<file path="src/rtl/fetch_unit.sv">
// fetch_unit: REQ/WAIT/ISSUE instruction fetcher with branch/JAL decode for the PC mux.
// Optional FETCH_ALIGN_CHECK_EN adds align_fault and a HALT state for misaligned PCs.
module fetch_unit #(
  parameter int address_width = 32
) (
  input  logic                     clk,
  input  logic                     rst,
  input  logic [address_width-1:0] PC,
  input  logic                     EQ,
  output logic                     imem_req,
  output logic [address_width-1:0] imem_addr,
  input  logic                     imem_gnt,
  input  logic                     imem_rvalid,
  input  logic [31:0]              imem_rdata,
  output logic [31:0]              instr,
  output logic                     instr_valid,
  input  logic                     instr_ready,
  output logic                     pc_en,
  output logic                     PCsrc,
  output logic [address_width-1:0] ImmOp
`ifdef FETCH_ALIGN_CHECK_EN
  ,
  output logic                     align_fault
`endif
);
`ifdef FETCH_ALIGN_CHECK_EN
  typedef enum logic [1:0] {S_REQ, S_WAIT, S_ISSUE, S_HALT} state_t;
`else
  typedef enum logic [1:0] {S_REQ, S_WAIT, S_ISSUE} state_t;
`endif
  state_t r_state, w_next;
  logic [31:0] r_instr;
  logic w_misalign, w_issue, w_br, w_jal;
  logic [address_width-1:0] w_imm_b, w_imm_j;
`ifdef FETCH_ALIGN_CHECK_EN
  assign w_misalign = |PC[1:0];
`else
  assign w_misalign = 1'b0;
`endif
  always_ff @(posedge clk) begin
    if (!rst) begin
      r_state <= S_REQ;
      r_instr <= '0;
    end else begin
      r_state <= w_next;
      if (r_state == S_WAIT && imem_rvalid) r_instr <= imem_rdata;
    end
  end
  always_comb begin
    w_next = r_state;
    case (r_state)
      S_REQ:   w_next = w_misalign ? state_t'(2'd3) : imem_gnt ? S_WAIT : S_REQ;
      S_WAIT:  w_next = imem_rvalid ? S_ISSUE : S_WAIT;
      S_ISSUE: w_next = instr_ready ? S_REQ : S_ISSUE;
      default: w_next = r_state;
    endcase
  end
  assign w_br    = r_instr[6:0] == 7'b1100011;
  assign w_jal   = r_instr[6:0] == 7'b1101111;
  assign w_imm_b = {{(address_width-12){r_instr[31]}}, r_instr[7], r_instr[30:25], r_instr[11:8], 1'b0};
  assign w_imm_j = {{(address_width-20){r_instr[31]}}, r_instr[19:12], r_instr[20], r_instr[30:21], 1'b0};
  always_comb begin
    w_issue     = rst && r_state == S_ISSUE;
    imem_req    = rst && r_state == S_REQ && !w_misalign;
    imem_addr   = PC;
    instr       = r_instr;
    instr_valid = w_issue;
    pc_en       = w_issue && instr_ready;
    PCsrc       = w_issue && (w_jal || (w_br && r_instr[14:12] == 3'b000 && EQ) ||
                              (w_br && r_instr[14:12] == 3'b001 && !EQ));
    ImmOp       = !w_issue ? '0 : w_br ? w_imm_b : w_jal ? w_imm_j : '0;
  end
`ifdef FETCH_ALIGN_CHECK_EN
  assign align_fault = r_state == S_HALT;
`endif
endmodule

</file>
<file path="config.mk">
export PLATFORM = sky130hd
export DESIGN_NAME = fetch_unit
export DESIGN_NICKNAME = d
export VERILOG_FILES = /design/src/rtl/fetch_unit.sv
export SDC_FILE = /design/constraint.sdc
export NUM_CORES = 1
export LEC_CHECK = 0
export ABC_AREA = 0
export ABC_CLOCK_PERIOD_IN_PS = 3800
export CORE_MARGIN = 2
export CORE_UTILIZATION = 35
export CTS_CLUSTER_DIAMETER = 80
export CTS_CLUSTER_SIZE = 30
export DETAILED_ROUTE_END_ITERATION = 12
export PLACE_DENSITY = 0.95
export SYNTH_ARGS = -nofsm -noshare
export SYNTH_HDL_FRONTEND = slang
export SYNTH_SLANG_ARGS = --single-unit
</file>
<file path="constraint.sdc">
create_clock -name clk -period 3.8 [get_ports clk]
set_input_delay 0.76 -clock clk [delete_from_list [all_inputs] [get_ports clk]]
set_output_delay 0.76 -clock clk [all_outputs]
set_load 0.1 [all_outputs]
</file>
======== Word-level counts from Yosys, hierarchy flattened ========
Cells that the tools add are included.
storage, ports and cells
  ROM bits ................................ 0
  RAM bits ................................ 0
  bits in latches ......................... 0
  input port bits ......................... 70
  logic and storage cells ................. 29
  output and inout port bits .............. 100
  memories ................................ 0
  register bits ........................... 34
cells by class
  magnitude comparators ................... 0
  $add $sub $neg .......................... 0
  bitwise logic cells ..................... 0
  multipliers ............................. 0
  div/mod/pow operators ................... 0
  muxes and demuxes ....................... 7
  shifts and indexed selects .............. 0
  reduce and logical (&&, ||, !) cells .... 15
  eq/ne operators ......................... 5
operator list
  kind                                                              number
  32-bit 2-to-1 mux                                                 3
  7-bit == test (second input constant)                             2
  1-bit logical AND                                                 9
  2-bit case mux with 3 select lines                                1
  2-bit 2-to-1 mux                                                  2
  3-bit by 1-bit == test with 1-bit output (second input constant)  1
  3-bit logical NOT                                                 1
  3-bit nonzero test                                                1
  2-bit by 1-bit == test with 1-bit output (second input constant)  1
  2-bit == test (second input constant)                             1
  2-bit logical NOT                                                 1
  1-bit logical OR                                                  2
  1-bit logical NOT                                                 1
  1-bit 2-to-1 mux                                                  1

======== Logic depth before layout (Yosys ltp) ========
Gate-level depths: netlist of the first run.
  depth in word-level cells ............... 6
  gate-level depth with buffers ........... 7
  depth with buffers taken out ............ 5

======== Worst setup path after synthesis of the first run ========
OpenSTA, ideal clock, no wires.
  path type ............................... flip-flop to output port
  start ................................... reg r_instr[2] (netlist: instr[2])
  end ..................................... out ImmOp[12]
  buffers on the path ..................... 2
  slack ................................... -0.085 ns
  stages on the path, launching flop included .. 6
  required time ........................... 3.040 ns
  arrival time ............................ 3.125 ns
  cells stage by stage .................... dfxtp_1 > and4_1 > buf_2 > buf_6 > nand2_1 > a21oi_1
between the ends
  word-level cells in the longest chain between the ends .. 4
ends and longest elaborated chain
  element                           line  source
  start, declared                   32    logic [31:0] r_instr;
  start signal, assigned            46    if (r_state == S_WAIT && imem_rvalid) r_instr <= imem_rdata;
  7-bit == test                     59    assign w_jal = r_instr[6:0] == 7'b1101111;
  32-bit 2-to-1 mux                 71    ImmOp = !w_issue ? '0 : w_br ? w_imm_b : w_jal ? w_imm_j : '0;
  32-bit 2-to-1 mux * (2 in a row)  71
  end, declared                     20    output logic [address_width-1:0] ImmOp
Mark *: on every way between the ends. The rest lies on a longest branch, timed or not.

======== Final worst setup path of the first run ========
  start ................................... in rst
  end ..................................... out ImmOp[29]
between the ends
  word-level cells in the longest chain between the ends .. 2
ends and longest elaborated chain
  element            line  source
  start, declared    7     input logic rst,
  1-bit logical AND  63    w_issue = rst && r_state == S_ISSUE;
  32-bit 2-to-1 mux  71
No other way between the ends.

==> impl_metrics.yaml, run 1 <==
status:
  run_status: "complete, no violations"
finish:
  final_cell_mix: "75 x sky130_fd_sc_hd__nand2_1, 69 x sky130_fd_sc_hd__clkdlybuf4s50_1, 35 x sky130_fd_sc_hd__buf_12"
  area_growth_pct: 61.0
  antenna-diode-count: 0
  post-route-cell-area_sq_um: 3240
  final_util_pct: 58.4
  share_of_post_route_cells_with_drive_strength_above_1_pct: 18.5
  fill_cells: 506
  mostFrequentLayoutCell: "sky130_fd_sc_hd__nand2_1"
  number_of_nets_in_the_layout: 386
hold_path:
  hold_path.class: "reg -> reg"
  whs_endpoint: "instr[15]"
  min_from: "instr[15]"
  holdPathStages: 2
yosys:
  number_of_storage_elements_in_the_synthesis_netlist: 34
  synth.cell_area_sq_um: 2010
  yosys_warnings: 0
  postSynthNetCount: 329
  syn_inst: 255
  synth.lib_cells_used.distinct: 31
  seq_area_frac_synth_pct: 33.9
  syn_avg_cell_area_sq_um: 7.89
worst_setup_path:
  cp-end-kind: "output port"
  crit_path_leading_delay_family: "buffers and inverters"
  critPathBufInv: 3
  setup.reg_to_reg.worst_slack_ns: 1.91
  worstPathRequired_ns: 3.04
  depth_of_the_most_critical_reg_to_reg_path: 5
  critical-path-max-stage-delay_ns: 0.51
  rr_endpoint: "instr[19]"
  critical_path.slowest_cell: "sky130_fd_sc_hd__clkdlybuf4s50_1"
  worst-endpoint-arrival_ns: 2.39
  rr_startpoint: "r_state[1]"
  path_class: "in -> out"
  worst_setup_path_start_kind: "input pin"
  crit_chain: "clkdlybuf4s50_1, and2_4, nor4b_4, and2_1, buf_4, buf_12"
  worstPathMaxFanout: 12
power:
  netSwitchingFraction_pct: 31.9
  power.internal_mw: 0.584
  p_per_area_nw_per_um2: 265
  p_total_mw: 0.857
  combinationalPowerShare_pct: 23.1
  power.sequential.fraction_pct: 44.3
  share_clk_of_total_power_pct: 32.6
  vdd.ir_drop.worst_uv: 236
  total_switching_power_mw: 0.273
  power.leakage_nw: 1.17
timing:
  setup_total_negative_slack_ns: 0
  finalSetupViolations: 0
  period_minus_slack_ns: 3.15
  fin_crit_sh_pct: 82.8
  finalWorstSetupSlack_ns: 0.652
  timing_worst_slew_pin_value_ns: 1.08
  worst_slew_margin_relative_to_its_limit_pct: 27.6
  finalHoldViolations: 0
  number_of_max_slew_violations_in_the_final_report: 0
  rsz0062_at_grt: "no"
  finClkSkew_ns: 0.00534
  highest_clock_frequency_the_design_can_meet_mhz: 318
route:
  firstDrtPassIters: 4
  ant_nets: 0
  route.detailed.vias_per_inst: 4.74
  starting_drc_count_in_detailed_routing: 78
  postRouteWirelength_um: 5710
  drc: 0
  wire_per_inst_um: 14.8
  routed-via-count: 1824
clocking:
  clk_pin_slew_worst_paths_ns: 0.07
  tritoncts: "done"
  ctsRootBufferMaster: "sky130_fd_sc_hd__clkbuf_8"
  tritoncts.num_buffers: 5
  post_cts_buffers: 0
  clock_latency_ns: 0.28
  cts_resized: 0
  cts_hold_buffers: 0
  clk_path_buf_depth: 2
  htreeDepth: 2
  clock_sinks: 34
placed_design:
  detailedPlace.worstSlack_ns: 0.623
  gp_routability_congestion: 0.729
  place.port_buffers: 104
  post-dp-hpwl_um: 4330
  postPlaceCellArea_sq_um: 3140
floorplan:
  ioPinCount: 170
  die_h_um: 79.8
  core_area_sq_um: 5540
  core.rowCount: 27
  dieWidth_um: 79.8
  design.die.area_sq_um: 6370
  start_util_pct: 36.3
grt:
  antenna_found_initial: 0
  maximum_number_of_pins_on_one_net_before_global_route_repair: 37
  globalRouteOverflowTotal: 0
  track_usage_pct: 18.5
  global_route_wire_length_before_repair_um: 9230
  vias_in_the_first_global_route: 1862
run:
  drv_cap: 0
-- state kept, by name, indices dropped and copies added, names as in the netlist --
register / flops
instr: 32
r_state: 2
-- metrics by stage --
stage,std cells,hold slack (ns)
after floorplan,255,0.476
after global placement,377,0.458
after detailed placement,377,0.470
after CTS,385,0.480
after global routing,385,0.499
final,385,0.478
-- Yosys cell counts --
library cell,count,share of area (%)
sky130_fd_sc_hd__a21boi_0,27,10
sky130_fd_sc_hd__a21boi_1,6,2.2
sky130_fd_sc_hd__a21oi_1,8,2.0
sky130_fd_sc_hd__a22oi_1,5,1.9
sky130_fd_sc_hd__a31oi_1,2,0.62
sky130_fd_sc_hd__and2_1,9,2.8
sky130_fd_sc_hd__and2_4,1,0.44
sky130_fd_sc_hd__and3_1,1,0.31
sky130_fd_sc_hd__and4_1,1,0.44
sky130_fd_sc_hd__buf_1,3,0.56
sky130_fd_sc_hd__buf_2,6,1.5
sky130_fd_sc_hd__buf_4,46,17
sky130_fd_sc_hd__buf_6,1,0.56
sky130_fd_sc_hd__clkbuf_1,3,0.56
sky130_fd_sc_hd__conb_1,1,0.19
sky130_fd_sc_hd__dfxtp_1,34,34
sky130_fd_sc_hd__ha_1,4,2.5
sky130_fd_sc_hd__inv_1,3,0.56
sky130_fd_sc_hd__nand2_1,75,14
sky130_fd_sc_hd__nand2_4,1,0.56
sky130_fd_sc_hd__nand2b_1,1,0.31
sky130_fd_sc_hd__nand3b_1,1,0.37
sky130_fd_sc_hd__nand3b_2,1,0.56
sky130_fd_sc_hd__nand4b_4,1,1.2
sky130_fd_sc_hd__nor2_1,7,1.3
sky130_fd_sc_hd__nor2b_1,1,0.31
sky130_fd_sc_hd__nor4b_4,1,1.2
sky130_fd_sc_hd__nor4bb_1,1,0.50
sky130_fd_sc_hd__o211ai_1,1,0.37
sky130_fd_sc_hd__o21ai_0,1,0.25
sky130_fd_sc_hd__xor2_1,2,0.87
-- area by class of cell --
| type | instances | area [sq um] | area share (%) |
|---|---|---|---|
| clock inverters | 2 | 12.5 | 0.387 |
| multi-input cells | 159 | 931 | 28.8 |
| inverters | 3 | 11.3 | 0.348 |
| repair buffers | 109 | 1430 | 44.1 |
| flip-flops and latches | 34 | 681 | 21.0 |
| clock buffers | 6 | 82.6 | 2.55 |
| well taps | 72 | 90.1 | 2.78 |
-- power by group through the flow --
| stage | Sequential (mW) | Clock, mW | Combinational, mW |
|---|---|---|---|
| 2_1_floorplan | 0.466 | 0 | 0.206 |
| 3_3_place_gp | 0.387 | 0 | 0.196 |
| 3_5_place_dp | 0.388 | 0 | 0.199 |
| 4_1_cts | 0.380 | 0.285 | 0.199 |
| 5_1_grt | 0.382 | 0.304 | 0.207 |
| 6_report | 0.380 | 0.279 | 0.198 |
-- worst max-delay path by stage --
stage | start | to | slack (ns) | cells past startpoint
after floorplan | instr[0] | ImmOp[15] | -0.08 | 4
after global placement | rst | ImmOp[29] | 0.63 | 6
after detailed placement | rst | ImmOp[20] | 0.62 | 6
after CTS | rst | ImmOp[20] | 0.62 | 6
after global routing | rst | ImmOp[20] | 0.56 | 6
final | rst | ImmOp[29] | 0.65 | 6
-- cell families after synthesis --
| kind of cell | share of synthesized area (%) |
|---|---|
| adder cells (fa/ha/maj) | 2.49 |
| XOR/XNOR | 0.871 |
| flip-flops | 33.9 |
| other | 0.187 |
| buffers and inverters | 20.9 |
| AND/OR/NAND/NOR | 24.3 |
| AO/OA/AOI/OAI | 17.4 |
-- routing by layer --
metal	share of wire [%]	track usage (%)
met2	52	33.9
met3	6.9	5.20
met4	1.6	5.59
met5	0	0
met1	39	20.6
-- worst register-to-register path, stage by stage, from the launching register on --
cell and delay, ns:
sky130_fd_sc_hd__dfxtp_1 0.37, sky130_fd_sc_hd__inv_1 0.08, sky130_fd_sc_hd__ha_1 0.22, sky130_fd_sc_hd__nand2_1 0.80, sky130_fd_sc_hd__nand2_1 0.12, sky130_fd_sc_hd__a21boi_0 0.22
Power figures use the tool's default switching activity.
==> run 2, diff against run 1 <==
--- a/config.mk
+++ b/config.mk
@@ -6,13 +6,13 @@
 export NUM_CORES = 1
 export LEC_CHECK = 0
 export ABC_AREA = 0
-export ABC_CLOCK_PERIOD_IN_PS = 3800
+export ABC_CLOCK_PERIOD_IN_PS = 2900
 export CORE_MARGIN = 2
-export CORE_UTILIZATION = 35
+export CORE_UTILIZATION = 32
 export CTS_CLUSTER_DIAMETER = 80
 export CTS_CLUSTER_SIZE = 30
 export DETAILED_ROUTE_END_ITERATION = 12
-export PLACE_DENSITY = 0.95
+export PLACE_DENSITY = 0.9
 export SYNTH_ARGS = -nofsm -noshare
 export SYNTH_HDL_FRONTEND = slang
 export SYNTH_SLANG_ARGS = --single-unit
==> constraint.sdc (replaced) <==
create_clock -name clk -period 2.9 [get_ports clk]
set_input_delay 0.58 -clock clk [delete_from_list [all_inputs] [get_ports clk]]
set_output_delay 0.58 -clock clk [all_outputs]
set_load 0.1 [all_outputs]
==> impl_metrics.yaml, run 2 (synthesis gave the netlist of run 1 again) <==
timing:
  worst_slew_margin_relative_to_its_limit_pct: 59.1
  finalHoldViolations: 0
  rsz0062_at_grt: "no"
  number_of_max_slew_violations_in_the_final_report: 0
  fin_crit_sh_pct: 96.6
  timing_worst_slew_pin_value_ns: 0.614
  finalWorstSetupSlack_ns: 0.0999
  period_minus_slack_ns: 2.80
  highest_clock_frequency_the_design_can_meet_mhz: 357
  finalSetupViolations: 0
  finClkSkew_ns: 0.00455
placed_design:
  dpl.cell_count: 381
  detailedPlace.worstSlack_ns: 0.101
  post-dp-hpwl_um: 4240
  gp_routability_congestion: 0.734
  place.port_buffers: 104
route:
  wire_per_inst_um: 14.1
  route.detailed.vias_per_inst: 4.67
  starting_drc_count_in_detailed_routing: 44
  met3WireLength_um: 360
  firstDrtPassIters: 4
  postRouteWirelength_um: 5490
  maxUsedRoutingLayer: "met4"
  routed-via-count: 1812
  drc: 0
  ant_nets: 0
  dr_wl_met2_um: 2870
  routedLengthMet1_um: 2170
floorplan:
  dieWidth_um: 83.3
  start_util_pct: 33.6
  core_area_sq_um: 5990
  core.rowCount: 28
  design.die.area_sq_um: 6930
  die_h_um: 83.3
  ioPinCount: 170
worst_setup_path:
  worstPathMaxFanout: 12
  critical-path-max-stage-delay_ns: 0.52
  cp-end-kind: "output port"
  top_cell_by_count_worst_path: "sky130_fd_sc_hd__and2_4"
  crit_cells: 5
  crit_path_leading_delay_family: "simple AND/OR/NAND/NOR gates"
  critPathBufInv: 2
  path_class: "in -> out"
  depth_of_the_most_critical_reg_to_reg_path: 6
  critical_path.slowest_cell: "sky130_fd_sc_hd__clkdlybuf4s50_1"
  worst-endpoint-arrival_ns: 2.22
  crit_chain: "clkdlybuf4s50_1, and2_4, nor4b_4, and2_4, buf_12"
  worst_setup_path_start_kind: "input pin"
  worstPathRequired_ns: 2.32
clocking:
  htreeDepth: 2
  ctsRootBufferMaster: "sky130_fd_sc_hd__clkbuf_8"
  cts_hold_buffers: 0
  clock_sinks: 34
  clk_pin_slew_worst_paths_ns: 0.06
  tritoncts: "done"
  cts_resized: 0
  tritoncts.num_buffers: 5
  clock_latency_ns: 0.27
  post_cts_buffers: 0
  clk_path_buf_depth: 2
power:
  power.sequential.fraction_pct: 46.6
  power.leakage_nw: 1.24
  total_switching_power_mw: 0.335
  p_per_area_nw_per_um2: 336
  power.internal_mw: 0.737
  combinationalPowerShare_pct: 23.8
  netSwitchingFraction_pct: 31.3
  vdd.ir_drop.worst_uv: 261
  share_clk_of_total_power_pct: 29.6
status:
  run_status: "complete, no violations"
finish:
  share_of_post_route_cells_with_drive_strength_above_1_pct: 33.5
  area_growth_pct: 58.6
  antenna-diode-count: 0
  final_util_pct: 53.2
  mostFrequentLayoutCell: "sky130_fd_sc_hd__nand2_1"
  final_cell_mix: "75 x sky130_fd_sc_hd__nand2_1, 38 x sky130_fd_sc_hd__buf_4, 37 x sky130_fd_sc_hd__clkdlybuf4s50_1"
  number_of_nets_in_the_layout: 387
  layout.cells.non_filler: 388
  largest_reg_flops: 32
run:
  drv_cap: 0
hold_path:
  holdPathStages: 2
  hold_path.class: "reg -> reg"
grt:
  antenna_found_initial: 0
  vias_in_the_first_global_route: 1840
  global_route_wire_length_before_repair_um: 8690
  maximum_number_of_pins_on_one_net_before_global_route_repair: 37
  globalRouteOverflowTotal: 0
  track_usage_pct: 15.5
run 2: cell types whose count changed in the layout (fill, tap and decap cells not counted):
cell and delta:
sky130_fd_sc_hd__clkinvlp_4 -1, sky130_fd_sc_hd__nor2_2 +6, sky130_fd_sc_hd__clkinv_2 -1, sky130_fd_sc_hd__and2_1 -1, sky130_fd_sc_hd__dfxtp_2 +6, sky130_fd_sc_hd__and2_4 +1, sky130_fd_sc_hd__a21oi_2 +4, sky130_fd_sc_hd__clkbuf_1 +2
sky130_fd_sc_hd__dfxtp_1 -6, sky130_fd_sc_hd__a21oi_1 -4, sky130_fd_sc_hd__buf_4 +33, sky130_fd_sc_hd__clkdlybuf4s50_1 -32, sky130_fd_sc_hd__nor2_1 -6, sky130_fd_sc_hd__clkbuf_8 -1
run 2: area by class of cell:
cell class                 count  area (sq um)
clock buffer                   7          76.3
fill                         520          2800
inverter                       3          11.3
multi-input combinational    159           963
sequential                    34           688
tap                           75          93.8
timing repair buffer         110          1360
run 2: power groups by stage:
| stage | clock, mW | combinational, mW | sequential [mW] |
|---|---|---|---|
| floorplan | 0 | 0.270 | 0.612 |
| global placement | 0 | 0.255 | 0.508 |
| detailed placement | 0 | 0.257 | 0.510 |
| CTS | 0.333 | 0.257 | 0.499 |
| global route | 0.349 | 0.268 | 0.502 |
| finish | 0.318 | 0.256 | 0.499 |
run 2: routing by layer:
metal  GRT usage (%)  up-vias
met2            28.6       73
met4            5.07        0
met1            16.7      835
met3            4.67       12
met5               0        -
li1                -      892
run 2: worst paths after layout:
| check | from | to | slack (ns) |
|---|---|---|---|
| max reg2reg | r_state[1] | instr[24] | 1.14 |
| min | instr[28] | instr[28] | 0.47 |
| min reg2reg | instr[28] | instr[28] | 0.47 |
| max | rst | ImmOp[23] | 0.1 |
run 2: per-stage QoR:
step	power [mW]	area, sq um	setup TNS [ns]	hold slack (ns)
2_1_floorplan	0.881	2070	-0.0529	0.476
3_3_place_gp	0.763	3110	0	0.460
3_5_place_dp	0.767	3110	0	0.469
4_1_cts	1.09	3190	0	0.477
5_1_grt	1.12	3190	0	0.499
6_report	1.07	3190	0	0.473
run 2: worst min-delay path, cell delays in order, from the launching register on:
cell	delay [ns]
sky130_fd_sc_hd__dfxtp_1	0.32
sky130_fd_sc_hd__nand2_1	0.05
sky130_fd_sc_hd__a21boi_0	0.06
